===== src/rtl/muldiv_seq.sv =====
// Iterative RV32M/RV64M multiply/divide unit: shift-add multiply, restoring divide,
// sign fix-up after the loop, and single-cycle early-out for divide-by-zero and signed overflow.
module muldiv_seq #(
  parameter int WIDTH = 32,
  parameter int CNT_W = 32
) (
  input  logic             Clk,
  input  logic             Reset_n,
  input  logic             start,
  input  logic [2:0]       op,
  input  logic [WIDTH-1:0] a,
  input  logic [WIDTH-1:0] b,
  input  logic             stall,
  output logic             busy,
  output logic             done,
  output logic [WIDTH-1:0] result,
  output logic [CNT_W-1:0] op_count
);

  localparam int CW = $clog2(WIDTH + 1);
  localparam logic [CW-1:0]    CNT_INIT = CW'(WIDTH);
  localparam logic [WIDTH-1:0] MIN_NEG  = {1'b1, {(WIDTH-1){1'b0}}};

  typedef enum logic [2:0] {S_IDLE, S_PREP, S_ITER, S_FIX, S_DONE} state_t;

  state_t           state;
  logic [CW-1:0]    cnt;
  logic [2:0]       op_r;
  logic [WIDTH-1:0] a_r, b_r;
  logic [WIDTH-1:0] acc, mq, opnd;
  logic             neg_a, neg_b;

  logic             sgn_a, sgn_b;
  logic [WIDTH-1:0] mag_a, mag_b;
  logic [WIDTH:0]   sum, rem_sh;
  logic             ge;
  logic [WIDTH-1:0] diff;
  logic [2*WIDTH-1:0] prod;
  logic [WIDTH-1:0] quo_v, rem_v, fix_val;
  logic             is_div0, is_ovf, early;
  logic [WIDTH-1:0] early_val;

  always_comb begin
    sgn_a = (op_r inside {3'b000, 3'b001, 3'b010, 3'b100, 3'b110}) && a_r[WIDTH-1];
    sgn_b = (op_r inside {3'b000, 3'b001, 3'b100, 3'b110}) && b_r[WIDTH-1];
    mag_a = sgn_a ? -a_r : a_r;
    mag_b = sgn_b ? -b_r : b_r;

    // acc holds the running high half (multiply) or partial remainder (divide);
    // mq holds multiplier bits shifting out / quotient bits shifting in.
    sum    = {1'b0, acc} + (mq[0] ? {1'b0, opnd} : '0);
    rem_sh = {acc, mq[WIDTH-1]};
    ge     = rem_sh >= {1'b0, opnd};
    // When ge holds the true difference is below the divisor, so the low bits suffice.
    diff   = rem_sh[WIDTH-1:0] - opnd;

    prod = {acc, mq};
    if (neg_a ^ neg_b) prod = -prod;
    quo_v = (neg_a ^ neg_b) ? -mq : mq;
    rem_v = neg_a ? -acc : acc;

    if (op_r[2])            fix_val = op_r[1] ? rem_v : quo_v;
    else if (op_r[1:0] == 2'b00) fix_val = prod[WIDTH-1:0];
    else                    fix_val = prod[2*WIDTH-1:WIDTH];

    is_div0   = op[2] && (b == '0);
    is_ovf    = op[2] && !op[0] && (a == MIN_NEG) && (b == '1);
    early     = is_div0 || is_ovf;
    early_val = is_div0 ? (op[1] ? a : '1) : (op[1] ? '0 : a);
  end

  always_ff @(posedge Clk or negedge Reset_n) begin
    if (!Reset_n) begin
      state    <= S_IDLE;
      cnt      <= '0;
      op_r     <= '0;
      a_r      <= '0;
      b_r      <= '0;
      acc      <= '0;
      mq       <= '0;
      opnd     <= '0;
      neg_a    <= 1'b0;
      neg_b    <= 1'b0;
      busy     <= 1'b0;
      done     <= 1'b0;
      result   <= '0;
      op_count <= '0;
    end else begin
      case (state)
        S_IDLE: if (start) begin
          op_r     <= op;
          a_r      <= a;
          b_r      <= b;
          op_count <= op_count + 1'b1;
          busy     <= 1'b1;
          if (early) begin
            result <= early_val;
            done   <= 1'b1;
            state  <= S_DONE;
          end else begin
            state  <= S_PREP;
          end
        end
        S_PREP: begin
          neg_a <= sgn_a;
          neg_b <= sgn_b;
          acc   <= '0;
          mq    <= op_r[2] ? mag_a : mag_b;
          opnd  <= op_r[2] ? mag_b : mag_a;
          cnt   <= CNT_INIT;
          state <= S_ITER;
        end
        S_ITER: begin
          if (op_r[2]) begin
            acc <= ge ? diff : rem_sh[WIDTH-1:0];
            mq  <= {mq[WIDTH-2:0], ge};
          end else begin
            acc <= sum[WIDTH:1];
            mq  <= {sum[0], mq[WIDTH-1:1]};
          end
          cnt <= cnt - 1'b1;
          if (cnt == CW'(1)) state <= S_FIX;
        end
        S_FIX: begin
          result <= fix_val;
          done   <= 1'b1;
          state  <= S_DONE;
        end
        S_DONE: if (!stall) begin
          done  <= 1'b0;
          busy  <= 1'b0;
          state <= S_IDLE;
        end
        default: state <= S_IDLE;
      endcase
    end
  end

endmodule


===== config.mk =====
export PLATFORM = sky130hd
export DESIGN_NAME = muldiv_seq
export DESIGN_NICKNAME = d
export VERILOG_FILES = /design/src/rtl/muldiv_seq.sv
export SDC_FILE = /design/constraint.sdc
export NUM_CORES = 1
export LEC_CHECK = 0
export CORE_MARGIN = 3
export CORE_UTILIZATION = 40
export DETAILED_ROUTE_END_ITERATION = 8
export GPL_ROUTABILITY_DRIVEN = 1
export GPL_TIMING_DRIVEN = 0
export PLACE_DENSITY = 0.55
export SLEW_MARGIN = 25
export SYNTH_ARGS = -nofsm -noshare
export SYNTH_HDL_FRONTEND = slang
export SYNTH_SLANG_ARGS = --single-unit

===== constraint.sdc =====
create_clock -name Clk -period 4.2 [get_ports Clk]
set_input_delay 1.26 -clock Clk [delete_from_list [all_inputs] [get_ports Clk]]
set_output_delay 1.26 -clock Clk [all_outputs]
set_load 0.005 [all_outputs]

# ---- After elaboration in Yosys (flattened, before gate mapping)
# Cells that the tools add are included.
# Widths: inputs -> output; s select.
dict set report op_classes {
  eq_ne 15
  n_reduce_logical 23
  add_sub_neg 9
  mux 34
  n_bitwise 1
  n_lt_le_gt_ge 1
}
# operator n
set op_table {}
lappend op_table {{$mux 32} 18}
lappend op_table {{$pmux 32 s2} 3}
lappend op_table {{$neg 32->32} 4}
lappend op_table {{$eq 32x32->1 const B} 2}
lappend op_table {{$mux 64} 1}
lappend op_table {{$neg 64->64} 1}
lappend op_table {{$add 32x32->33} 1}
lappend op_table {{$ge 33x32->1} 1}
lappend op_table {{$add 32x1->32 const B} 1}
lappend op_table {{$logic_not 32->1} 1}
lappend op_table {{$sub 32x32->32} 1}
lappend op_table {{$pmux 3 s5} 1}
lappend op_table {{$mux 3} 4}
lappend op_table {{$pmux 6 s2} 1}
lappend op_table {{$eq 3x2->1 const B} 3}
lappend op_table {{$eq 3x3->1 const B} 3}
lappend op_table {{$reduce_and 3->1} 3}
lappend op_table {{$ne 2x2->1 const B} 4}
lappend op_table {{$eq 3x1->1 const B} 2}
lappend op_table {{$eq 6x1->1 const B} 1}
lappend op_table {{$logic_and 1x1->1} 6}
lappend op_table {{$logic_not 3->1} 2}
lappend op_table {{$reduce_bool 2->1} 3}
lappend op_table {{$sub 6x1->6 const B} 1}
lappend op_table {{12 further kinds} 15}
dict set report word_totals {
  output_inout_bits 66
  register_bits 240
  elab_cells 97
  in_bits 71
}

# ---- Logic depth before layout (Yosys ltp)
dict set report logic_depth {
  word_depth 8
  mapped_depth 14
}

# ---- Worst setup path before layout
# OpenSTA, ideal clock, no wires.
dict set report synth_timing {
  path_type {register to register}
  start {register acc[0]}
  end {register result[24]}
  setup_ns 0.121
  path_stages_with_launch 13
  slack_ns 0.892
  arrival_time_ns 3.187
  period_less_slack_ns 3.308
  n_path_buf 1
  required_time_ns 4.079
  cell_sequence {dfrtp_1 clkbuf_1 inv_1 ha_1 nor3b_4 nand4b_4 or4_4 or4_4 or4_4 a31oi_1 o21a_1 a21oi_1 o22a_1}
}
dict set report synth_via {
  elab_chain_cells 5
  elab_cells_between_ends 8
  cone_classes {add/sub: 2; mux: 6}
}
# element line
set synth_rtl {}
lappend synth_rtl {{start: declaration} 30} ;# logic [WIDTH-1:0] acc, mq, opnd;
lappend synth_rtl {{start signal: assignment} 115} ;# acc <= ge ? diff : rem_sh[WIDTH-1:0];
lappend synth_rtl {{start signal: assignment} 118} ;# acc <= sum[WIDTH:1];
lappend synth_rtl {{$neg 64->64 or $neg 32->32 (tied branches)} {58, 60}}
lappend synth_rtl {{$mux 64 or $mux 32 (tied branches)} {58, 60}}
lappend synth_rtl {{$mux 32, on equally long branches} {63, 62}}
lappend synth_rtl {{$mux 32 *} 62} ;# if (op_r[2]) fix_val = op_r[1] ? rem_v : quo_v;
lappend synth_rtl {{$pmux 32 s2 *} 89} ;# case (state)
lappend synth_rtl {{end signal: assignment} 97} ;# result <= early_val;
lappend synth_rtl {{end signal: assignment} 125} ;# result <= fix_val;
lappend synth_rtl {{end: declaration} 16} ;# output logic [WIDTH-1:0] result,
# Every way passes the cells marked *; elsewhere a longest branch is shown, timed or not.
# A chain may end at the register's enable or synchronous reset.

# ---- Final worst setup path
dict set report layout_timing {
  start {register mq[0]}
  end {register result[12]}
}
dict set report layout_via {
  elab_chain_cells 5
  elab_cells_between_ends 8
  cone_classes {add/sub: 2; mux: 6}
}
# element line
set layout_rtl {}
lappend layout_rtl {{start: declaration} 30}
lappend layout_rtl {{start signal: assignment} 108} ;# mq <= op_r[2] ? mag_a : mag_b;
lappend layout_rtl {{start signal: assignment} 116} ;# mq <= {mq[WIDTH-2:0], ge};
lappend layout_rtl {{start signal: assignment} 119} ;# mq <= {sum[0], mq[WIDTH-1:1]};
lappend layout_rtl {{$neg 64->64 or $neg 32->32 (tied branches)} {58, 59}}
lappend layout_rtl {{$mux 64 or $mux 32 (tied branches)} {58, 59}}
lappend layout_rtl {{$mux 32, on equally long branches} {63, 62}}
lappend layout_rtl {{$mux 32 *} 62}
lappend layout_rtl {{$pmux 32 s2 *} 89}
# Marks and branches as above.

==> reports/qor.json <==
{
  "run_status": {"value": "completed"},
  "chipWidth": {"value": 224, "unit": "microns"},
  "detail_route.wl_per_cell": {"value": 26.3, "unit": "microns"},
  "num_cts_buffers": {"value": 29},
  "ctsHtreeMaxLevel": {"value": 1},
  "power.ir.vdd_worst": {"value": 0.477, "unit": "mV"},
  "worst_skew_pair.late_latency": {"value": 0.61, "unit": "ns"},
  "final-hold-violation-count": {"value": 0},
  "slew_violations": {"value": 0},
  "setup_ws": {"value": 0.118, "unit": "ns"},
  "synth_seq_cells": {"value": 240},
  "maximum_number_of_pins_on_one_net_before_global_route_repair": {"value": 77},
  "floorplan.die_area": {"value": 50000, "unit": "sq um"},
  "globalRoute.totalOverflow": {"value": 0},
  "dp_hpwl": {"value": 64600, "unit": "microns"},
  "drt_iter0_drc": {"value": 2077},
  "antennaDiodeCount": {"value": 0},
  "synth_top_cell_by_area": {"value": "dfrtp_1"},
  "postRouteWirelength": {"value": 81600, "unit": "microns"},
  "worst_hold_end": {"value": "op_count[31]"},
  "synth-main-ff-cell": {"value": "dfrtp_1"},
  "grt_pass1_wl": {"value": 120000, "unit": "microns"},
  "finalSetupTns": {"value": 0, "unit": "ns"},
  "final.min_clock_period": {"value": 4.08, "unit": "ns"},
  "ctsLongestPathBuffers": {"value": 3},
  "cts_tree": {"value": "built"},
  "max_cap_viol_count": {"value": 0},
  "worstSetupEndpointType": {"value": "flop"},
  "setup_viol": {"value": 0},
  "criticalPathCategory": {"value": "flop to flop"},
  "std_cell_rows": {"value": 79},
  "area_added_between_synthesis_and_finish": {"value": 17.5, "unit": "%"},
  "worst_hold_slack": {"value": 0.479, "unit": "ns"},
  "cts_setup_buffers": {"value": 0},
  "synth-edff-count": {"value": 0},
  "area_of_the_placeable_core": {"value": 46700, "unit": "sq um"},
  "clock_skew": {"value": 0.0294, "unit": "ns"},
  "synth_fp_nets": {"value": 2447},
  "achievable-frequency": {"value": 245, "unit": "MHz"},
  "dpl_worst_slack": {"value": -0.904, "unit": "ns"},
  "power": {"value": 21.7, "unit": "mW"},
  "clkSinkCount": {"value": 240},
  "drt-pass1-iter-count": {"value": 5},
  "yosys.cell_count.top_type": {"value": "dfrtp_1"},
  "drc": {"value": 0},
  "critical_path_peak_fanout": {"value": 10},
  "floorplan.initialDensity": {"value": 40.6, "unit": "%"},
  "synth-async-reset-ratio": {"value": 100, "unit": "%"},
  "grt_pass1_vias": {"value": 18206},
  "clk_transition_reported_paths": {"value": 0.07, "unit": "ns"},
  "worst_slew_pin_slew": {"value": 1.01, "unit": "ns"},
  "layout-drive-gt1-share": {"value": 7.37, "unit": "%"},
  "track_usage": {"value": 31.7, "unit": "%"},
  "cells_taking_the_most_area_after_synthesis": {"value": "dfrtp_1, xnor2_1, a21oi_1, o21ai_0, nand2_1"},
  "synth_top_cells_by_count": {"value": "dfrtp_1, nand2_1, a21oi_1, o21ai_0, nor2_1"},
  "place_congestion": {"value": 0.989},
  "holdCritStartpoint": {"value": "op_count[31]"},
  "vias_per_cell": {"value": 6.12},
  "ys.warnings.count": {"value": 0},
  "timing.rr.start": {"value": "mq[0]"},
  "number_of_antenna_violations_at_the_first_check_in_global_routing": {"value": 0},
  "via_count": {"value": 18991},
  "yosys.cell_types.count": {"value": 83},
  "antenna_violating_nets_remaining": {"value": 0},
  "clock_tree.root_cell": {"value": "clkbuf_16"},
  "yosys.area.top_type_share": {"value": 31.7, "unit": "%"},
  "startpoint_type_of_the_worst_setup_path": {"value": "flop"},
  "worstPathArrival": {"value": 4.52, "unit": "ns"},
  "hp-class": {"value": "flop to flop"},
  "data_required_time_of_the_critical_path": {"value": 4.64, "unit": "ns"},
  "synth_area_per_cell": {"value": 8.23, "unit": "sq um"},
  "io_buffer_count": {"value": 136},
  "netlist_area": {"value": 19000, "unit": "sq um"},
  "rsz0062_at_grt": {"value": "false"},
  "io_pins": {"value": 137},
  "synth.yosys.seq_area_share": {"value": 31.7, "unit": "%"},
  "min_delay_path_depth": {"value": 1},
  "syn-instance-count": {"value": 2303},
  "final_net_count": {"value": 2617},
  "slew_headroom": {"value": 32.3, "unit": "%"},
  "p_leak": {"value": 9.18, "unit": "nW"},
  "fin_crit_sh": {"value": 97.2, "unit": "%"},
  "die_h": {"value": 224, "unit": "microns"},
  "power_per_cell_area": {"value": 976, "unit": "nW/um^2"},
  "rr_worst_depth": {"value": 11},
  "timing.reg2reg.setup_slack": {"value": 0.12, "unit": "ns"},
  "rr_endpoint": {"value": "result[12]"}
}
## repair_timing
| action | CTS | global route |
|---|---|---|
| gates resized for setup | 7 | 8 |
| setup endpoints to repair | 47 | 43 |
| hold buffers | 0 | 0 |
## metal layers
layer | share of wire (%) | track usage, % | routed length [microns] | up-vias
met5 | 0 | 0 | 0 | -
met4 | 5.0 | 13.1 | 4040 | 0
met3 | 7.9 | 5.70 | 6410 | 180
met2 | 45 | 50.8 | 36700 | 837
met1 | 42 | 42.4 | 34500 | 9291
li1 | - | - | - | 8683
## metrics by stage
step | area, sq um | utilization [%] | std cells
2_1_floorplan | 19000 | - | 2303
3_5_place_dp | 21200 | 45.4 | 3049
6_report | 22300 | 47.8 | 3102
5_1_grt | 22300 | 47.8 | 3102
4_1_cts | 22300 | 47.7 | 3102
3_3_place_gp | 21100 | 45.2 | 3046
## final cells by class
type	count	area (sq um)
clock inverters	14	224
well taps	607	759
fillers	4557	24400
inverters	79	297
plain buffers	150	692
repair buffers	139	1450
multi-input cells	1834	12000
clock buffers	39	833
flip-flops and latches	240	6010
## cell families (layout without fill, tap and decap cells)
logic type,Yosys count,after routing,synth area share [%]
AOI/OAI and AO/OA,698,698,22.8
xor gates and xnor gates,226,226,10.4
adders and majority gates,73,73,4.90
buffers and inverters,229,421,5.18
DFF,240,240,31.7
muxes,126,126,7.07
and+or+nand+nor,711,711,17.9
## registers in the layout, summed over array words and instances, names as in the netlist
signal    flops
state         3
cnt           6
b_r          32
a_r          32
opnd         32
done          1
neg_a         1
result       32
acc          32
neg_b         1
op_count     32
op_r          3
mq           32
busy          1
## report_power, final
| part | leakage, nW | internal [mW] | switching, mW |
|---|---|---|---|
| registers | 2.97 | 3.30 | 1.20 |
| logic | 5.70 | 5.10 | 9.32 |
| clock network | 0.508 | 1.70 | 1.13 |
| total | 9.18 | 10.1 | 11.6 |
## worst max-delay path, cell delays in order (launching register included)
cell	delay, ns
dfrtp_1	0.51
inv_1	0.21
clkbuf_1	0.56
ha_1	0.32
nand3b_1	0.20
nor3b_2	0.49
and3_1	0.23
clkbuf_1	0.39
a21oi_1	0.16
xor2_1	0.21
o21ai_0	0.46
o21ai_0	0.18
## cell usage in the layout, fill, tap and decap left out, drive strengths merged, types with 14 or more instances in the layout
cell	synthesis	final
a211oi	31	31
ha	71	71
o221ai	41	41
o31ai	30	30
mux2	63	63
or3	14	14
dfrtp	240	240
o211ai	15	15
buf	33	37
a21o	29	29
a31oi	25	25
inv	78	79
or4	24	24
nor4	31	31
a21oi	210	210
xor2	97	97
mux2i	63	63
nor3	41	41
and3	17	17
nand3	47	47
o21ai	202	202
xnor2	129	129
clkbuf	116	155
nand2	239	239
nor2	200	200
clkdlybuf4s50	0	135
nand4	28	28
## worst max-delay path by stage
| stage | slack [ns] | cells after the start | to | start |
|---|---|---|---|---|
| 2_1_floorplan | 0.89 | 12 | result[24] | acc[0] |
| 5_1_grt | 0.01 | 13 | acc[25] | mq[0] |
| 3_5_place_dp | -0.90 | 9 | result[20] | b[6] |
| 4_1_cts | 0.02 | 9 | result[20] | b[6] |
| 3_3_place_gp | -8.95 | 1 | b_r[3] | Reset_n |
| 6_report | 0.12 | 11 | result[12] | mq[0] |
(Power assumes the default switching activity.)
